===== src/rtl/systolic_pkg.sv =====
`default_nettype none
// ============================================================================
// Module      : systolic_pkg
// Description : Shared types and helpers for the systolic array edge feeders.
// Revision    : 1.0 - initial release
// ============================================================================
package systolic_pkg;

    // Feeder control states
    typedef enum logic [0:0] {
        IDLE   = 1'b0,
        STREAM = 1'b1
    } feeder_state_e;

    localparam int DEFAULT_DATA_W = 8;

    // Number of steps needed to drain a skewed tile
    function automatic int nstep(input int depth, input int lanes);
        return depth + lanes - 1;
    endfunction

    // Counter width able to hold 0..n-1 (never narrower than one bit)
    function automatic int cnt_w(input int n);
        return (n > 1) ? $clog2(n) : 1;
    endfunction

endpackage
`default_nettype wire


===== src/rtl/feeder_lane.sv =====
`default_nettype none
// ============================================================================
// Module      : feeder_lane
// Description : One feeder lane. Parallel-loads a DEPTH-element vector and
//               shifts it out element 0 first, starting SKEW steps late.
// Revision    : 1.0 - initial release
// ============================================================================
module feeder_lane
    import systolic_pkg::*;
#(
    parameter int DATA_W = DEFAULT_DATA_W,
    parameter int DEPTH  = 7,
    parameter int SKEW   = 0,
    parameter int STEP_W = 4
) (
    input  logic                      clk,
    input  logic                      reset,
    input  logic                      load_i,
    input  logic [DEPTH*DATA_W-1:0]   load_data_i,
    input  logic                      issue_i,
    input  logic                      clear_i,
    input  logic [STEP_W-1:0]         step_i,
    output logic signed [DATA_W-1:0]  elem_o,
    output logic                      valid_o
);

    logic [DATA_W-1:0] sr_q [DEPTH];
    logic [DATA_W-1:0] elem_q;
    logic              valid_q;
    logic signed [31:0] w_rel;
    logic              w_window;

    // Position of the current step relative to this lane's skew
    assign w_rel    = 32'(step_i) - 32'(SKEW);
    assign w_window = (w_rel >= 0) && (w_rel < DEPTH);

    // Shift register plus registered element/valid output
    always_ff @(posedge clk or posedge reset) begin
        if (reset) begin
            for (int j = 0; j < DEPTH; j++) begin
                sr_q[j] <= '0;
            end
            elem_q  <= '0;
            valid_q <= 1'b0;
        end else begin
            if (issue_i) begin
                if (w_window) begin
                    elem_q  <= sr_q[0];
                    valid_q <= 1'b1;
                end else begin
                    elem_q  <= '0;
                    valid_q <= 1'b0;
                end
            end else if (clear_i) begin
                elem_q  <= '0;
                valid_q <= 1'b0;
            end

            // A fresh load wins over a shift; the issued element above still
            // comes from the old contents, which makes back-to-back tiles seamless.
            if (load_i) begin
                for (int j = 0; j < DEPTH; j++) begin
                    sr_q[j] <= load_data_i[(DEPTH-j)*DATA_W-1 -: DATA_W];
                end
            end else if (issue_i && w_window) begin
                for (int j = 0; j < DEPTH - 1; j++) begin
                    sr_q[j] <= sr_q[j+1];
                end
                sr_q[DEPTH-1] <= '0;
            end
        end
    end

    assign elem_o  = elem_q;
    assign valid_o = valid_q;

endmodule
`default_nettype wire


===== src/rtl/skewed_data_feeder.sv =====
`default_nettype none
// ============================================================================
// Module      : skewed_data_feeder
// Description : Multi-lane skewed operand feeder for the systolic MAC array.
//               Accepts a LANES x DEPTH tile over valid/ready and streams it
//               with lane i delayed by i steps (diagonal wavefront).
//               Optional macro DOUBLE_BUFFER_EN adds a shadow tile register
//               for zero-bubble back-to-back tiles.
// Revision    : 1.0 - initial release
// ============================================================================
module skewed_data_feeder
    import systolic_pkg::*;
#(
    parameter int DATA_W = DEFAULT_DATA_W,
    parameter int DEPTH  = 7,
    parameter int LANES  = 4
) (
    input  logic                            clk,
    input  logic                            reset,
    input  logic                            load_valid,
    output logic                            load_ready,
    input  logic [LANES*DEPTH*DATA_W-1:0]   load_data,
    input  logic                            enable,
    output logic signed [LANES*DATA_W-1:0]  data_out,
    output logic [LANES-1:0]                lane_valid,
    output logic                            busy,
    output logic                            done
);

    localparam int NSTEP  = nstep(DEPTH, LANES);
    localparam int STEP_W = cnt_w(NSTEP);
    localparam int TILE_W = LANES * DEPTH * DATA_W;
    localparam int LANE_W = DEPTH * DATA_W;
    localparam logic [STEP_W-1:0] LAST_STEP = STEP_W'(NSTEP - 1);

    feeder_state_e     state_q;
    logic [STEP_W-1:0] step_q;
    logic              done_q;

    logic              w_stream;
    logic              w_issue;
    logic              w_last;
    logic              w_hs;
    logic              w_load_active;
    logic [TILE_W-1:0] w_tile;

    assign w_stream = (state_q == STREAM);
    assign w_issue  = w_stream & enable;
    assign w_last   = w_issue & (step_q == LAST_STEP);
    assign w_hs     = load_valid & load_ready;

`ifdef DOUBLE_BUFFER_EN
    logic [TILE_W-1:0] shadow_q;
    logic              shadow_full_q;
    logic              w_to_shadow;

    assign load_ready  = ~shadow_full_q;
    // A load mid-stream parks in the shadow, except on the final step edge
    // where it can become the active tile directly.
    assign w_to_shadow   = w_hs & w_stream & ~w_last;
    assign w_load_active = (w_hs & ~w_stream) | (w_last & (shadow_full_q | w_hs));
    assign w_tile        = shadow_full_q ? shadow_q : load_data;

    // Shadow tile holds the next tile until the active one drains
    always_ff @(posedge clk or posedge reset) begin
        if (reset) begin
            shadow_q      <= '0;
            shadow_full_q <= 1'b0;
        end else if (w_to_shadow) begin
            shadow_q      <= load_data;
            shadow_full_q <= 1'b1;
        end else if (w_last & shadow_full_q) begin
            shadow_full_q <= 1'b0;
        end
    end
`else
    assign load_ready    = ~w_stream;
    assign w_load_active = w_hs;
    assign w_tile        = load_data;
`endif

    // Control FSM: step counter, tile turnover and done pulse
    always_ff @(posedge clk or posedge reset) begin
        if (reset) begin
            state_q <= IDLE;
            step_q  <= '0;
            done_q  <= 1'b0;
        end else begin
            done_q <= w_last;
            case (state_q)
                IDLE: begin
                    if (w_load_active) begin
                        state_q <= STREAM;
                        step_q  <= '0;
                    end
                end
                STREAM: begin
                    if (w_last) begin
                        step_q  <= '0;
                        state_q <= w_load_active ? STREAM : IDLE;
                    end else if (w_issue) begin
                        step_q <= step_q + 1'b1;
                    end
                end
                default: begin
                    state_q <= IDLE;
                    step_q  <= '0;
                end
            endcase
        end
    end

    generate
        for (genvar i = 0; i < LANES; i++) begin : g_lane
            logic signed [DATA_W-1:0] w_elem;

            feeder_lane #(
                .DATA_W (DATA_W),
                .DEPTH  (DEPTH),
                .SKEW   (i),
                .STEP_W (STEP_W)
            ) u_lane (
                .clk         (clk),
                .reset       (reset),
                .load_i      (w_load_active),
                .load_data_i (w_tile[(i+1)*LANE_W-1 -: LANE_W]),
                .issue_i     (w_issue),
                .clear_i     (~w_stream),
                .step_i      (step_q),
                .elem_o      (w_elem),
                .valid_o     (lane_valid[i])
            );

            assign data_out[(i+1)*DATA_W-1 -: DATA_W] = w_elem;
        end
    endgenerate

    assign busy = w_stream;
    assign done = done_q;

endmodule
`default_nettype wire


===== config.mk =====
export PLATFORM = sky130hd
export DESIGN_NAME = skewed_data_feeder
export DESIGN_NICKNAME = d
export VERILOG_FILES = /design/src/rtl/systolic_pkg.sv /design/src/rtl/feeder_lane.sv /design/src/rtl/skewed_data_feeder.sv
export SDC_FILE = /design/constraint.sdc
export NUM_CORES = 1
export LEC_CHECK = 0
export ABC_CLOCK_PERIOD_IN_PS = 12100
export BUFFER_PORTS_ARGS = -buffer_cell sky130_fd_sc_hd__buf_2
export CORE_ASPECT_RATIO = 1.25
export CORE_MARGIN = 2
export CORE_UTILIZATION = 55
export CTS_CLUSTER_DIAMETER = 120
export DETAILED_ROUTE_END_ITERATION = 16
export PLACE_DENSITY = 0.91
export SLEW_MARGIN = 20
export SYNTH_ARGS = -nofsm -noshare
export SYNTH_HDL_FRONTEND = slang
export SYNTH_SLANG_ARGS = --single-unit
export TNS_END_PERCENT = 10

===== constraint.sdc =====
create_clock -name clk -period 12.1 [get_ports clk]
set_input_delay 3.63 -clock clk [delete_from_list [all_inputs] [get_ports clk]]
set_output_delay 3.63 -clock clk [all_outputs]
set_load 0.01 [all_outputs]

# Word-level counts from Yosys, hierarchy flattened
# Cells that the tools add are included.
dict set report totals {
  elab_cells 105
  output_inout_bits 39
  reg_bits 266
}
dict set report op_classes {
  reduce_logical 13
  n_eq_ne 4
  bitwise_logic 4
  order_cmp 8
  mux 33
  n_addsub 4
}
# op n
set op_table {}
lappend op_table {{56-bit two-way mux} 8}
lappend op_table {{32-bit by 1-bit >= comparator with 1-bit output (second input constant)} 3}
lappend op_table {{32-bit by 4-bit < comparator with 1-bit output (second input constant)} 3}
lappend op_table {{8-bit two-way mux} 9}
lappend op_table {{4-bit two-way mux} 3}
lappend op_table {{1-bit two-way mux} 11}
lappend op_table {{4-bit by 2-bit subtractor with 5-bit output (second input constant)} 2}
lappend op_table {{1-bit logical AND} 8}
lappend op_table {{4-bit case mux with 2 select lines} 1}
lappend op_table {{2-bit nonzero test} 4}
lappend op_table {{4-bit by 1-bit subtractor with 5-bit output (second input constant)} 1}
lappend op_table {{4-bit by 1-bit adder with 4-bit output (second input constant)} 1}
lappend op_table {{4-bit equality test (second input constant)} 1}
lappend op_table {{4-bit by 1-bit >= comparator with 1-bit output (second input constant)} 1}
lappend op_table {{4-bit by 3-bit < comparator with 1-bit output (second input constant)} 1}
lappend op_table {{2-bit by 1-bit != test with 1-bit output (second input constant)} 2}
lappend op_table {{1-bit bitwise AND} 3}
lappend op_table {{3-bit by 1-bit != test with 1-bit output (second input constant)} 1}
lappend op_table {{1-bit case mux with 2 select lines} 1}
lappend op_table {{2-bit AND reduction} 1}
lappend op_table {{1-bit inverter} 1}

# Logic depth before layout (Yosys ltp)
dict set report logic_depth {
  depth_word 6
  depth_mapped 10
  ltp_nobuf 6
}

# Modules after synthesis
# Synthesis repeated with hierarchy kept, for this count alone.
dict set report hier_totals {
  cells_unflattened 1235
  hier_area_um2 12622.1
}
# module instances area_per_inst_um2 cells_each
set by_module_without_submodules {}
lappend by_module_without_submodules {{feeder_lane at g_lane[2].u_lane} 1 3185.6 294}
lappend by_module_without_submodules {{feeder_lane at g_lane[0].u_lane} 1 3135.5 331}
lappend by_module_without_submodules {{feeder_lane at g_lane[1].u_lane} 1 3106.7 331}
lappend by_module_without_submodules {{feeder_lane at g_lane[3].u_lane} 1 2884.0 245}
lappend by_module_without_submodules {skewed_data_feeder 1 310.3 34}

# Worst setup path after synthesis
# Ideal clock, no wire load.
dict set report synth_timing {
  path_type {input to register}
  start {in enable}
  end {reg g_lane[2].u_lane.sr_q[40] in the netlist's numbering}
  stages 7
  path_buffers 3
  setup_ps 82
  arrival_time_ps 4671
  path_slack_ps 7347
  t_required_ps 12018
  path_cell_list {and2_1 buf_4 o21ai_2 buf_2 buf_2 o21ai_1 a31oi_1}
}
dict set report synth_between {
  elab_chain_len 3
}
# element line
set synth_lines {}
lappend synth_lines {{start: declaration} skewed_data_feeder.sv:23} ;# input logic enable,
lappend synth_lines {{1-bit bitwise AND} skewed_data_feeder.sv:48} ;# assign w_issue = w_stream & enable;
lappend synth_lines {{1-bit logical AND} feeder_lane.sv:65} ;# end else if (issue_i && w_window) begin
lappend synth_lines {{2-bit nonzero test (no line)} -}
lappend synth_lines {{end signal: indexed assignment} feeder_lane.sv:63} ;# sr_q[j] <= load_data_i[(DEPTH-j)*DATA_W-1 -: DATA_W];
lappend synth_lines {{end signal: indexed assignment} feeder_lane.sv:67} ;# sr_q[j] <= sr_q[j+1];
lappend synth_lines {{end: declaration} feeder_lane.sv:27} ;# logic [DATA_W-1:0] sr_q [DEPTH];
# No other way between the ends.
# A chain may end at the register's enable or synchronous reset.

# Worst setup path after layout
dict set report layout_timing {
  start {in enable}
  end {reg g_lane[1].u_lane.sr_q[19] in the netlist's numbering}
}
dict set report layout_between {
  elab_chain_len 3
}
# element line
set layout_lines {}
lappend layout_lines {{1-bit bitwise AND} skewed_data_feeder.sv:48}
lappend layout_lines {{1-bit logical AND} feeder_lane.sv:65}
lappend layout_lines {{2-bit nonzero test (no line)} -}
lappend layout_lines {{end signal: indexed assignment} feeder_lane.sv:63}
lappend layout_lines {{end signal: indexed assignment} feeder_lane.sv:67}
lappend layout_lines {{end: declaration} feeder_lane.sv:27}
# No other way between the ends.

==> results.sh <==
export IMPL_critPathCaptureType="flop"
export IMPL_ys_warn_count=0
export IMPL_rsz0062_at_grt="false"
export IMPL_drcViolationCount=0
export IMPL_worst_r2r_cell_count=6
export IMPL_min_period_ns=5.36
export IMPL_vias=10700
export IMPL_ant_nets=0
export IMPL_cts_hold_buffers=0
export IMPL_antenna_found_initial=4
export IMPL_maxSlewHeadroom_pct=25.4
export IMPL_critical_path_cell_chain="buf_2 > nand2_1 > a21oi_4 > buf_4 > o21a_4 > o211ai_2"
export IMPL_worstSetupStartpointType="primary input"
export IMPL_maxCapViolCount=0
export IMPL_start_util_pct=55.6
export IMPL_grt_use_total_pct=26.1
export IMPL_htreeDepth=1
export IMPL_power_density_nw_per_um2=237
export IMPL_crit_path_end="g_lane[1].u_lane.sr_q[19]"
export IMPL_worst_ep_arrival_time_ns=5.73
export IMPL_portBuffers=266
export IMPL_hp_start="g_lane[0].u_lane.valid_o"
export IMPL_tritoncts="done"
export IMPL_core_area_um2=22800
export IMPL_r2r_start="step_q[2]"
export IMPL_peakVddDrop_v=0.000184
export IMPL_drt_first_pass_iters=5
export IMPL_syn_area_um2=12700
export IMPL_fin_nets=1721
export IMPL_cts_buffer_depth=3
export IMPL_fin_skew_ns=0.0106
export IMPL_ys_ff_latch=266
export IMPL_drv_slew=0
export IMPL_dr_first_iter_drc_count=981
export IMPL_synth_edf_count=0
export IMPL_startpoint="enable"
export IMPL_cts_buffers=26
export IMPL_setup_tns_ns=0
export IMPL_synth_cells=1309
export IMPL_hp_class="flop to flop"
export IMPL_synth_cell_types=35
export IMPL_rows=62
export IMPL_ff_latch_area_um2=6660
export IMPL_worstSetupPathDepth=6
export IMPL_cts_resized_gates=0
export IMPL_grt_pass1_wl_um=52800
export IMPL_layout_drive_gt1_share_pct=25.5
export IMPL_critical_path_class="primary input to flop"
export IMPL_routed_wl_um=32100
export IMPL_fill_cells=1716
export IMPL_path_clk_slew_ns=0.06
export IMPL_r2r_slack_ns=8.92
export IMPL_wl_per_cell_um=17.9
export IMPL_yosysSeqAreaShare_pct=52.5
export IMPL_syn_avg_cell_area_um2=9.68
export IMPL_hpwlAfterDp_um=20000
export IMPL_p_leak_nw=6.91
export IMPL_postCtsSetupRepairBufs=0
export IMPL_crit_family="compound AO/OA/AOI/OAI gates"
export IMPL_via_per_inst=5.99
export IMPL_final_cell_mix="313 x nand2_1, 266 x dfrtp_1, 266 x buf_2"
export IMPL_r2r_end="g_lane[1].u_lane.sr_q[19]"
export IMPL_ioPinCount=267
export IMPL_setup_violations_final=0
export IMPL_required_ns=12.47
export IMPL_gr_total_overflow=0
export IMPL_dieArea_um2=24300
export IMPL_grt_start_max_net_pins=225
export IMPL_clock_sinks=266
export IMPL_layout_commonest_cell="nand2_1"
export IMPL_die_h_um=174
export IMPL_timing_fmax_mhz=186
export IMPL_root_buffer="clkbuf_16"
export IMPL_grt_pass1_vias=10700
export IMPL_cp_max_fo=65
export IMPL_synth_nets=1546
export IMPL_worstMarginPinSlew_ns=1.12
export IMPL_crit_slowest_cell="o21a_4"
export IMPL_area_growth_pct=16.9
export IMPL_slowest_delay_ns=0.87
export IMPL_gp_congestion=0.844
export IMPL_path_buf_inv=2
export IMPL_die_w_um=140
export IMPL_status="completed"
export IMPL_insertion_delay_ns=0.53
export IMPL_multi_input_area_um2=5400
export IMPL_p_total_w=0.00352
export IMPL_synthArstFlopShare_pct=100
export IMPL_ys_flop_type="dfrtp_1"
export IMPL_hold_viol=0
export IMPL_layout_worst_path_cycle_share_pct=44.3
## how the worst min path moves through the flow
stage	to	slack, ns	depth (start not counted)
floorplan	g_lane[2].u_lane.valid_o	0.45	1
global placement	g_lane[2].u_lane.valid_o	0.46	1
detailed placement	g_lane[0].u_lane.valid_o	0.48	1
CTS	g_lane[3].u_lane.elem_o[2]	0.49	1
global route	g_lane[0].u_lane.elem_o[5]	0.51	1
finish	g_lane[0].u_lane.valid_o	0.49	1
## logic make-up (layout without fill, tap and decap cells)
family	Yosys count	count (layout)	share of synthesized area, %
other	0	2	0
adders and majority gates	9	9	0.889
muxes	48	48	3.79
and+or+nand+nor	475	475	15.8
DFF	266	266	52.5
buffers and inverters	138	333	5.64
AOI/OAI and AO/OA	369	369	21.1
xor gates and xnor gates	4	4	0.277
## layer usage
metal	vias to the layer above	GRT usage [%]	share of wire (%)
met5	-	0	0.034
met4	2	10.3	3.4
met3	75	4.09	6.4
met2	427	42.4	50
met1	5240	35.3	40
li1	4995	-	-
## stage by stage
step	utilization [%]	setup slack, ns	std cells	cell area, um^2	hold WS (ns)
floorplan	-	1.14	1309	12700	0.450
global route	64.9	6.59	1794	14800	0.510
detailed placement	61.0	6.19	1744	13900	0.479
CTS	64.9	6.75	1792	14800	0.491
finish	64.9	6.74	1794	14800	0.488
global placement	60.8	6.22	1743	13900	0.461
## flip-flops by register name, indices dropped and copies added, names as in the netlist
name and count:
g_lane.u_lane.elem_o 32, done 1, g_lane.u_lane.valid_o 4, g_lane.u_lane.sr_q 224, busy 1, step_q 4
## cell type report
cell class	instances	share of cell area, %
Sequential cell	266	45.0
Multi-Input combinational cell	905	36.5
Timing Repair Buffer	279	9.87
Clock buffer	42	5.48
Tap cell	288	2.43
Clock inverter	6	0.558
Inverter	6	0.203
Antenna cell	2	0.0338
## power breakdown
| part | switching [W] | total (W) | internal [W] |
|---|---|---|---|
| clock | 0.000340 | 0.000841 | 0.000500 |
| sequential | 0.000204 | 0.00143 | 0.00123 |
| combinational | 0.000795 | 0.00124 | 0.000450 |
| total | 0.00134 | 0.00352 | 0.00218 |
## worst register-to-register path, delay by kind of cell (launching register included)
| family | cells | cell delay, ns |
|---|---|---|
| flops | 1 | 0.57 |
| fa+ha+maj | 1 | 0.21 |
| simple gates | 2 | 0.95 |
| buf+inv | 1 | 0.15 |
| compound gates | 2 | 1.13 |
## cell usage after synthesis (32+ instances only)
master | instances | area share, %
nor2_1 | 55 | 1.6
o211ai_2 | 47 | 4.6
o211ai_1 | 97 | 5.7
a22o_1 | 32 | 2.2
mux2i_1 | 48 | 3.8
dfrtp_1 | 266 | 53
o21ai_1 | 84 | 3.3
a31oi_1 | 49 | 2.4
nand4_1 | 48 | 2.4
clkbuf_1 | 71 | 2.1
nand3_1 | 50 | 2.0
o21ai_0 | 46 | 1.8
nand2_1 | 315 | 9.3
No activity file was read; power rests on OpenSTA's default activity.
